**config.mk**
```make
export PLATFORM = sky130hd
export DESIGN_NAME = icache_ctrl
export DESIGN_NICKNAME = d
export VERILOG_FILES = /design/src/rtl/icache_ctrl_pkg.sv /design/src/rtl/icache_fill_seq.sv /design/src/rtl/icache_ctrl.sv
export SDC_FILE = /design/constraint.sdc
export NUM_CORES = 1
export LEC_CHECK = 0
export CORE_AREA = 2 2 125 127
export CTS_CLUSTER_DIAMETER = 50
export DETAILED_ROUTE_END_ITERATION = 8
export DIE_AREA = 0 0 127 129
export GPL_TIMING_DRIVEN = 0
export HOLD_SLACK_MARGIN = 0.12
export PLACE_DENSITY_LB_ADDON = 0.15
export SKIP_CTS_REPAIR_TIMING = 1
export SLEW_MARGIN = 30
export SYNTH_ARGS = -nofsm -noshare
export SYNTH_HDL_FRONTEND = slang
export SYNTH_SLANG_ARGS = --single-unit
```
**constraint.sdc**
```tcl
create_clock -name clk -period 2.05 [get_ports clk]
set_input_delay 0.205 -clock clk [delete_from_list [all_inputs] [get_ports clk]]
set_output_delay 0.205 -clock clk [all_outputs]
set_load 0.02 [all_outputs]
```
**src/rtl/icache_ctrl_pkg.sv**
```systemverilog
// icache_ctrl_pkg: shared mem_sys constants, controller state encodings and fill-offset helper
package icache_ctrl_pkg;
  localparam int L1_TAG_WIDTH = 6;
  localparam int L1_INDEX_WIDTH = 4;
  localparam int L1_OFFSET_WIDTH = 6;
  localparam int L1_ICACHE_DATA_WIDTH = 64;
  localparam int L1_ADDR_WIDTH = L1_TAG_WIDTH + L1_INDEX_WIDTH + L1_OFFSET_WIDTH;
  localparam int L1_LINE_WORDS = 8;
  localparam int L1_WORD_BITS = $clog2(L1_LINE_WORDS);
  localparam logic [2:0] ST_IDLE = 3'd0;
  localparam logic [2:0] ST_LOOKUP = 3'd1;
  localparam logic [2:0] ST_MEM_REQ = 3'd2;
  localparam logic [2:0] ST_FILL = 3'd3;
  localparam logic [2:0] ST_RESP = 3'd4;
  typedef enum logic [2:0] {
    IDLE = ST_IDLE,
    LOOKUP = ST_LOOKUP,
    MEM_REQ = ST_MEM_REQ,
    FILL = ST_FILL,
    RESP = ST_RESP
  } state_t;
  function automatic logic [L1_OFFSET_WIDTH-1:0] word_offset(input logic [L1_WORD_BITS-1:0] w);
    return {w, 3'b000};
  endfunction
endpackage

```
**src/rtl/icache_fill_seq.sv**
```systemverilog
// icache_fill_seq: line-fill beat sequencer (word pointer with wrap, beat count, store offset)
module icache_fill_seq
  import icache_ctrl_pkg::*;
(
  input  logic                       clk,
  input  logic                       rst,
  input  logic                       load,
  input  logic [L1_WORD_BITS-1:0]    start_word,
  input  logic                       beat,
  output logic [L1_OFFSET_WIDTH-1:0] offset,
  output logic                       first,
  output logic                       last
);
  logic [L1_WORD_BITS-1:0] word_q, word_d, cnt_q, cnt_d;
  // word pointer wraps mod 8 from the start word; cnt tracks beats independently of the start
  always_comb begin
    word_d = load ? start_word : beat ? word_q + 1'b1 : word_q;
    cnt_d = load ? '0 : beat ? cnt_q + 1'b1 : cnt_q;
  end
  // sequencer state
  always_ff @(posedge clk or posedge rst) begin
    if (rst) begin
      word_q <= '0;
      cnt_q <= '0;
    end else begin
      word_q <= word_d;
      cnt_q <= cnt_d;
    end
  end
  assign offset = word_offset(word_q);
  assign first = beat && cnt_q == '0;
  assign last = beat && cnt_q == L1_WORD_BITS'(L1_LINE_WORDS - 1);
endmodule

```
**src/rtl/icache_ctrl.sv**
```systemverilog
// icache_ctrl: L1 icache fetch controller (lookup, line refill, response); ICACHE_CRITICAL_WORD_FIRST_EN enables wrap-order fill with early response
module icache_ctrl
  import icache_ctrl_pkg::*;
(
  input  logic                            clk,
  input  logic                            rst,
  input  logic                            req_valid,
  input  logic [L1_ADDR_WIDTH-1:0]        req_addr,
  output logic                            req_ready,
  output logic                            rsp_valid,
  output logic [L1_ICACHE_DATA_WIDTH-1:0] rsp_data,
  output logic                            rsp_err,
  output logic                            mem_req_valid,
  output logic [L1_ADDR_WIDTH-1:0]        mem_req_addr,
  input  logic                            mem_req_ready,
  input  logic                            mem_rsp_valid,
  input  logic [L1_ICACHE_DATA_WIDTH-1:0] mem_rsp_data,
  output logic                            st_enable,
  output logic                            st_comp,
  output logic                            st_write,
  output logic                            st_valid_in,
  output logic [L1_TAG_WIDTH-1:0]         st_tag,
  output logic [L1_INDEX_WIDTH-1:0]       st_index,
  output logic [L1_OFFSET_WIDTH-1:0]      st_offset,
  output logic [L1_ICACHE_DATA_WIDTH-1:0] st_data_in,
  input  logic                            st_hit,
  input  logic                            st_valid,
  input  logic                            st_err,
  input  logic [L1_ICACHE_DATA_WIDTH-1:0] st_data_out
);
  state_t state_q, state_d;
  logic [L1_ADDR_WIDTH-1:0] addr_q, addr_d;
  logic [L1_OFFSET_WIDTH-1:0] fill_off;
  logic [L1_WORD_BITS-1:0] start_word;
  logic load, beat, first, last, found;
  assign req_ready = state_q == IDLE;
  assign mem_req_valid = state_q == MEM_REQ;
  assign load = mem_req_valid && mem_req_ready;
  assign beat = state_q == FILL && mem_rsp_valid;
  assign found = st_err || (st_hit && st_valid);
  assign st_tag = addr_q[L1_ADDR_WIDTH-1 -: L1_TAG_WIDTH];
  assign st_index = addr_q[L1_OFFSET_WIDTH +: L1_INDEX_WIDTH];
`ifdef ICACHE_CRITICAL_WORD_FIRST_EN
  assign start_word = addr_q[5:3];
  assign mem_req_addr = {addr_q[L1_ADDR_WIDTH-1:L1_OFFSET_WIDTH], word_offset(start_word)};
`else
  assign start_word = '0;
  assign mem_req_addr = {addr_q[L1_ADDR_WIDTH-1:L1_OFFSET_WIDTH], {L1_OFFSET_WIDTH{1'b0}}};
`endif
  icache_fill_seq u_fill_seq (
    .clk        (clk),
    .rst        (rst),
    .load       (load),
    .start_word (start_word),
    .beat       (beat),
    .offset     (fill_off),
    .first      (first),
    .last       (last)
  );
  // next state, store drive and response muxing
  always_comb begin
    state_d = state_q;
    addr_d = addr_q;
    rsp_valid = 1'b0;
    rsp_err = 1'b0;
    rsp_data = '0;
    st_enable = 1'b0;
    st_comp = 1'b0;
    st_write = 1'b0;
    st_valid_in = 1'b0;
    st_offset = addr_q[L1_OFFSET_WIDTH-1:0];
    st_data_in = '0;
    unique case (state_q)
      IDLE: begin
        addr_d = req_valid ? req_addr : addr_q;
        state_d = req_valid ? LOOKUP : IDLE;
      end
      LOOKUP, RESP: begin
        st_enable = 1'b1;
        st_comp = 1'b1;
        rsp_valid = found || state_q == RESP;
        rsp_err = st_err;
        rsp_data = rsp_valid && !st_err ? st_data_out : '0;
        state_d = rsp_valid ? IDLE : MEM_REQ;
      end
      MEM_REQ: state_d = mem_req_ready ? FILL : MEM_REQ;
      FILL: begin
        st_enable = beat;
        st_write = beat;
        st_valid_in = beat;
        st_offset = fill_off;
        st_data_in = beat ? mem_rsp_data : '0;
`ifdef ICACHE_CRITICAL_WORD_FIRST_EN
        rsp_valid = first;
        rsp_data = first ? mem_rsp_data : '0;
        state_d = last ? IDLE : FILL;
`else
        state_d = last ? RESP : FILL;
`endif
      end
      default: state_d = IDLE;
    endcase
  end
  // controller state and request register
  always_ff @(posedge clk or posedge rst) begin
    if (rst) begin
      state_q <= IDLE;
      addr_q <= '0;
    end else begin
      state_q <= state_d;
      addr_q <= addr_d;
    end
  end
  // a re-lookup after a complete fill can only hit
  always_ff @(posedge clk) begin
    if (!rst && state_q == RESP) assert (st_hit && st_valid);
  end
endmodule

```
==> results of run 1 <==
-- area by class of cell --
class	count	area, um2
buffer	45	372
clock inverter	1	8.76
clock buffer	3	75.1
sequential	25	627
fill	1537	9010
tap	188	235
inverter	1	3.75
antenna	1	2.50
multi-input combinational	190	1520
timing repair buffer	332	3130
-- cell families after synthesis --
group / count (synthesis) / synth area share [%]
buffers and inverters: 46 / 13.2
flip-flops: 25 / 27.1
multiplexers: 22 / 12.1
other: 1 / 0.162
adder cells (fa/ha/maj): 3 / 1.62
AO/OA/AOI/OAI: 13 / 4.82
AND/OR/NAND/NOR: 146 / 41.0
-- metal layers --
metal  track usage (%)  up-vias  share of wire, %
met5                 0        -                 0
met4              1.55        0              0.34
met3              3.83        2               9.1
met2              25.7      174                59
met1              11.2     1346                31
li1                  -     1457                 -
-- metrics by stage --
step	hold slack [ns]	cell area [um2]	TNS, ns	setup WS, ns	utilization, %
2_1_floorplan	0.232	2330	0	0.286	-
3_3_place_gp	0.460	5700	-62.02	-0.650	38.0
3_5_place_dp	0.472	5700	-65.09	-0.693	38.0
4_1_cts	0.331	5780	-84.42	-0.788	38.6
5_1_grt	0.369	5970	-3.60	-0.0983	39.8
6_report	0.313	5970	-0.384	-0.0290	39.9
-- registers in the layout (all words and copies together), names as in the netlist --
register / count
u_fill_seq.word_q: 3
u_fill_seq.cnt_q: 3
state_q: 3
addr_q: 16
-- path summary, 6_finish.rpt --
kind | start | end | slack, ns | depth (start not counted)
min | rst | state_q[0] | 0.31 | 2
min in group clk | u_fill_seq.word_q[2] | u_fill_seq.word_q[2] | 0.48 | 1
max | state_q[0] | rsp_data[19] | -0.03 | 8
max reg2reg | state_q[0] | addr_q[12] | 0.34 | 7
max in group asynchronous | rst | state_q[2] | 1.35 | 2
min reg2reg | u_fill_seq.word_q[2] | u_fill_seq.word_q[2] | 0.48 | 1
-- power breakdown --
part | internal, mW | switching [mW] | leakage (nW)
clock network | 0.270 | 0.182 | 0.0415
logic | 1.90 | 1.59 | 2.75
registers | 0.724 | 0.155 | 0.303
total | 2.89 | 1.93 | 3.10
-- synthesized netlist by cell type (2+ instances only) --
cell type	instances	area, um2
mux2_2	12	135
clkbuf_2	6	30.0
nor2_1	2	7.51
buf_2	4	20.0
ha_1	3	37.5
a21oi_1	3	15.0
a22o_1	3	26.3
mux2_4	9	135
and2_1	133	832
clkbuf_1	6	22.5
buf_4	27	203
dfrtp_1	25	626
-- worst max-delay path: stages, from the launching register on --
cell,delay [ns]
dfrtp_1,0.37
buf_6,0.13
nand2b_4,0.16
a211oi_4,0.31
buf_6,0.17
buf_4,0.11
buf_6,0.10
and2_1,0.14
buf_6,0.12
==> results.md, run 1 <==
- Final cell count without fillers: 786
- Final WL: 11.8 mm
- Post-synthesis register bit count: 25
- Maximum vdd drop: 476 uV
- Starting density of the core: 15.4%
- Final net count: 753
- CTS tree: done
- H-tree lvl count: 1
- Worst endpoint data arrival time: 1.87 ns
- Yosys cell types: 35
- Placed Cells incl. Taps: 762
- Longest Clk Path Bufs: 2
- Main synth FF type: dfrtp_1
- Critical path type: flip-flop to output port
- Slew headroom: 64.1%
- RSZ-0062 raised after global routing: yes
- Antenna violations before repair: 1
- Number of flops mapped to enable cells by yosys: 0
- Die width: 127 um
- Worst skew pair latency: 0.26 ns
- Worst-path clk slew: 0.07 ns
- Gr usage total: 12.0%
- GRT overflow: 0
- Vias in the first global route: 2,738
- Routed vias: 2,979
- Port bufs: 313
- Mapped cell area: 2310 um2
- First-pass detailed-route iteration total: 4
- Die Area: 16,400 um2
- Pins Over Slew Limit: 0
- Final hold vios: 0
- Least-Margin Pin Slew: 0.537 ns
- I/O pins: 320
- Synth Warn #: 0
- Die height: 129 um
- Period minus WS final: 2.08 ns
- Residual DRC: 0
- Wire per inst: 15.0 um
- Power Dens Cells: 807 nW/um2
- Clk_skew: 0.00636 ns
- Type of the tightest min-delay check: primary input to async pin
- CTS buffer count: 3
- Root buf cell: clkbuf_16
- Core ar.: 15,000 um2
- Mapped Cells: 256
- Dpl hpwl: 9.82 mm
- Sequential share of the synthesized area: 27.1%
- Starting DRT DRC Count: 57
- Routability cong.: 0.747
- Failing checks: negative setup slack
- CP endpoint kind: output port
- Share of cells above drive strength 1: 44.4%
- Peak Freq: 0.481 GHz
- Vias per cell: 3.79
- Setup ws final: -0.0290 ns
- CP Data Required Time: 1.85 ns
- Critical path fanouts, max: 7
- Most frequent cells in the layout: clkdlybuf4s50_1, and2_1, buf_6
- First-pass GRT wire length: 15.1 mm
- Crit start category: flip-flop
- Routed Antenna Nets: 0
- Area growth from synthesis to layout: 158%
- CTS Sinks: 25
- Final Total Pwr: 4.82 mW
- Ys async rst share: 100%
- Row count: 45
- Most common cell after layout, fill and taps aside: clkdlybuf4s50_1
- Final period util: 101%
- Avg Inst Size Synth: 9.03 um2
- Setup violators final: 34
- Leak: 3.10 nW
- Status: finished with violations
- Largest net degree at the start of global routing: 26
- Maxcap violations: 0
(Power assumes the default switching activity.)
==> run 2, diff against run 1 <==
Settings changed: SETUP_SLACK_MARGIN set to 0.15.
==> run 2 against run 1 <==
  * The run still ends with negative setup slack left
  * Largest power group unchanged
  * Clock skew decreased by 0.0020 ns
  * Cell area up 4.6%
  * Die area did not move
  * Routed wire length is 0.78% higher
  * Global-route usage stayed put
  * First-iteration DRC count fell by 35%
  * Sequential power about the same
  * Power is 5.5% higher
==> results.md, run 2 (synthesis results as in run 1) <==
- Status: finished with violations
- Dpl hpwl: 9.82 mm
- Final cell count without fillers: 791
- Wire per inst: 15.0 um
- Final net count: 759
- Final Util: 41.7%
- Sequential Power Share: 17.4%
- I/O pins: 320
- Leak: 3.12 nW
- Die height: 129 um
- Worst skew pair latency: 0.26 ns
- CTS tree: done
- GRT overflow: 0
- Slew headroom: 64.1%
- Crit path top cell by count: buf_6
- FF+latch area: 627 um2
- Post-route cell area: 6240 um2
- Failing checks: negative setup slack
- Clock power share: 8.9%
- Ant diodes: 0
- Maxcap violations: 0
- Port bufs: 313
- Maximum vdd drop: 490 uV
- RSZ-0062 raised after global routing: yes
- Vias in the first global route: 2,738
- Largest reg by FF count: addr_q
- Antenna violations before repair: 1
- Area growth from synthesis to layout: 170%
- Root buf cell: clkbuf_16
- Multi-input logic area: 1560 um2
- H-tree lvl count: 1
- Sw Pwr: 1.98 mW
- Most common cell after layout, fill and taps aside: clkdlybuf4s50_1
- CP endpoint kind: output port
- Longest Clk Path Bufs: 2
- Period minus WS final: 2.07 ns
- Switch share: 39.0%
- Starting DRT DRC Count: 37
- Starting density of the core: 15.4%
- CTS Sinks: 25
- Residual DRC: 0
- First-pass GRT wire length: 15.1 mm
- Final period util: 101%
- CTS buffer count: 3
- Final WL: 11.9 mm
- Worst-path clk slew: 0.07 ns
- Pint: 3.10 mW
- CP Data Required Time: 1.85 ns
- Comb power frac: 73.8%
- Power Dens Cells: 814 nW/um2
- Worst endpoint data arrival time: 1.87 ns
- Setup ws final: -0.0226 ns
- Die width: 127 um
- Fill cells: 1,496
- Pins Over Slew Limit: 0
- Routed vias: 3,003
- Placed Cells incl. Taps: 762
- Clk_skew: 0.00431 ns
- Critical path type: flip-flop to output port
- Peak Freq: 0.482 GHz
- Max reg flops: 16
- Type of the tightest min-delay check: primary input to async pin
- Routed Antenna Nets: 0
- Crit-path slowest cell: dfrtp_1
- Vias per cell: 3.80
- Routability cong.: 0.747
- Core ar.: 15,000 um2
- Die Area: 16,400 um2
- Post-placement cell area: 5700 um2
- Max incr delay on CP: 0.37 ns
- Critical path fanouts, max: 7
- Least-Margin Pin Slew: 0.538 ns
- Share of cells above drive strength 1: 49.1%
- Crit start category: flip-flop
- Largest net degree at the start of global routing: 26
- First-pass detailed-route iteration total: 4
- Most frequent cells in the layout: clkdlybuf4s50_1, buf_6, and2_1
- Gr usage total: 12.0%
- Setup violators final: 24
- Critical-path cell list: buf_6, nand2b_4, a211oi_4, buf_6, buf_4, buf_6, and2_1, buf_6
- Final hold vios: 0
- Row count: 45
==> run 2: changes by cell type in the layout (fill, tap and decap cells not counted), moves of 3 or more <==
cell            previous run  this run
and2_1                    88        72
and2_4                    46        62
buf_12                     0         3
buf_4                     43        53
buf_6                     73        96
buf_8                      2         6
clkbuf_2                  58        38
clkbuf_4                   4         0
dlymetal6s2s_1            20        13
==> run 2: layout make-up <==
cell class                      count  area share [%]
Buffer                             45            6.67
Sequential cell                    25            10.0
Tap cell                          188            3.77
Clock inverter                      1           0.140
Clock buffer                        3            1.20
Multi-Input combinational cell    190            25.0
Timing Repair Buffer              338            53.1
Inverter                            1          0.0601
==> run 2: worst paths after layout <==
kind	slack [ns]	depth (start not counted)	to	from
worst max register to register	0.34	7	addr_q[12]	state_q[0]
worst max-delay path	-0.02	8	rsp_data[42]	state_q[0]
min in group clk	0.48	1	u_fill_seq.word_q[2]	u_fill_seq.word_q[2]
worst min-delay path	0.31	2	addr_q[8]	rst
max in group asynchronous	1.35	2	state_q[2]	rst
worst min register to register	0.48	1	u_fill_seq.word_q[2]	u_fill_seq.word_q[2]
==> run 2: power groups by stage <==
stage          logic [mW]  registers, mW  clock network, mW
5_1_grt              3.98          0.915              0.498
3_5_place_dp         3.60          0.887                  0
4_1_cts              3.62          0.881              0.473
3_3_place_gp         3.59          0.876                  0
6_report             3.75          0.882              0.450
2_1_floorplan        1.98          0.837                  0
==> run 2: critical path, delay by kind of cell (launching register included) <==
family          cells  cell delay [ns]
buf+inv             5             0.65
flops               1             0.37
compound gates      1             0.29
simple gates        2             0.29
==> run 2: layer usage <==
metal	up-vias	track usage [%]	share of wire, %
met3	4	3.83	8.8
li1	1470	-	-
met1	1355	11.2	30
met5	-	0	0
met4	0	1.55	0.46
met2	174	25.7	61
==> run 2: through the flow <==
| step | hold WS (ns) | TNS (ns) | worst slack, ns | power [mW] |
|---|---|---|---|---|
| floorplan | 0.232 | 0 | 0.286 | 2.81 |
| global placement | 0.460 | -62.02 | -0.650 | 4.46 |
| detailed placement | 0.472 | -65.09 | -0.693 | 4.49 |
| CTS | 0.331 | -84.42 | -0.788 | 4.98 |
| global route | 0.369 | -4.05 | -0.116 | 5.39 |
| finish | 0.315 | -0.282 | -0.0226 | 5.08 |
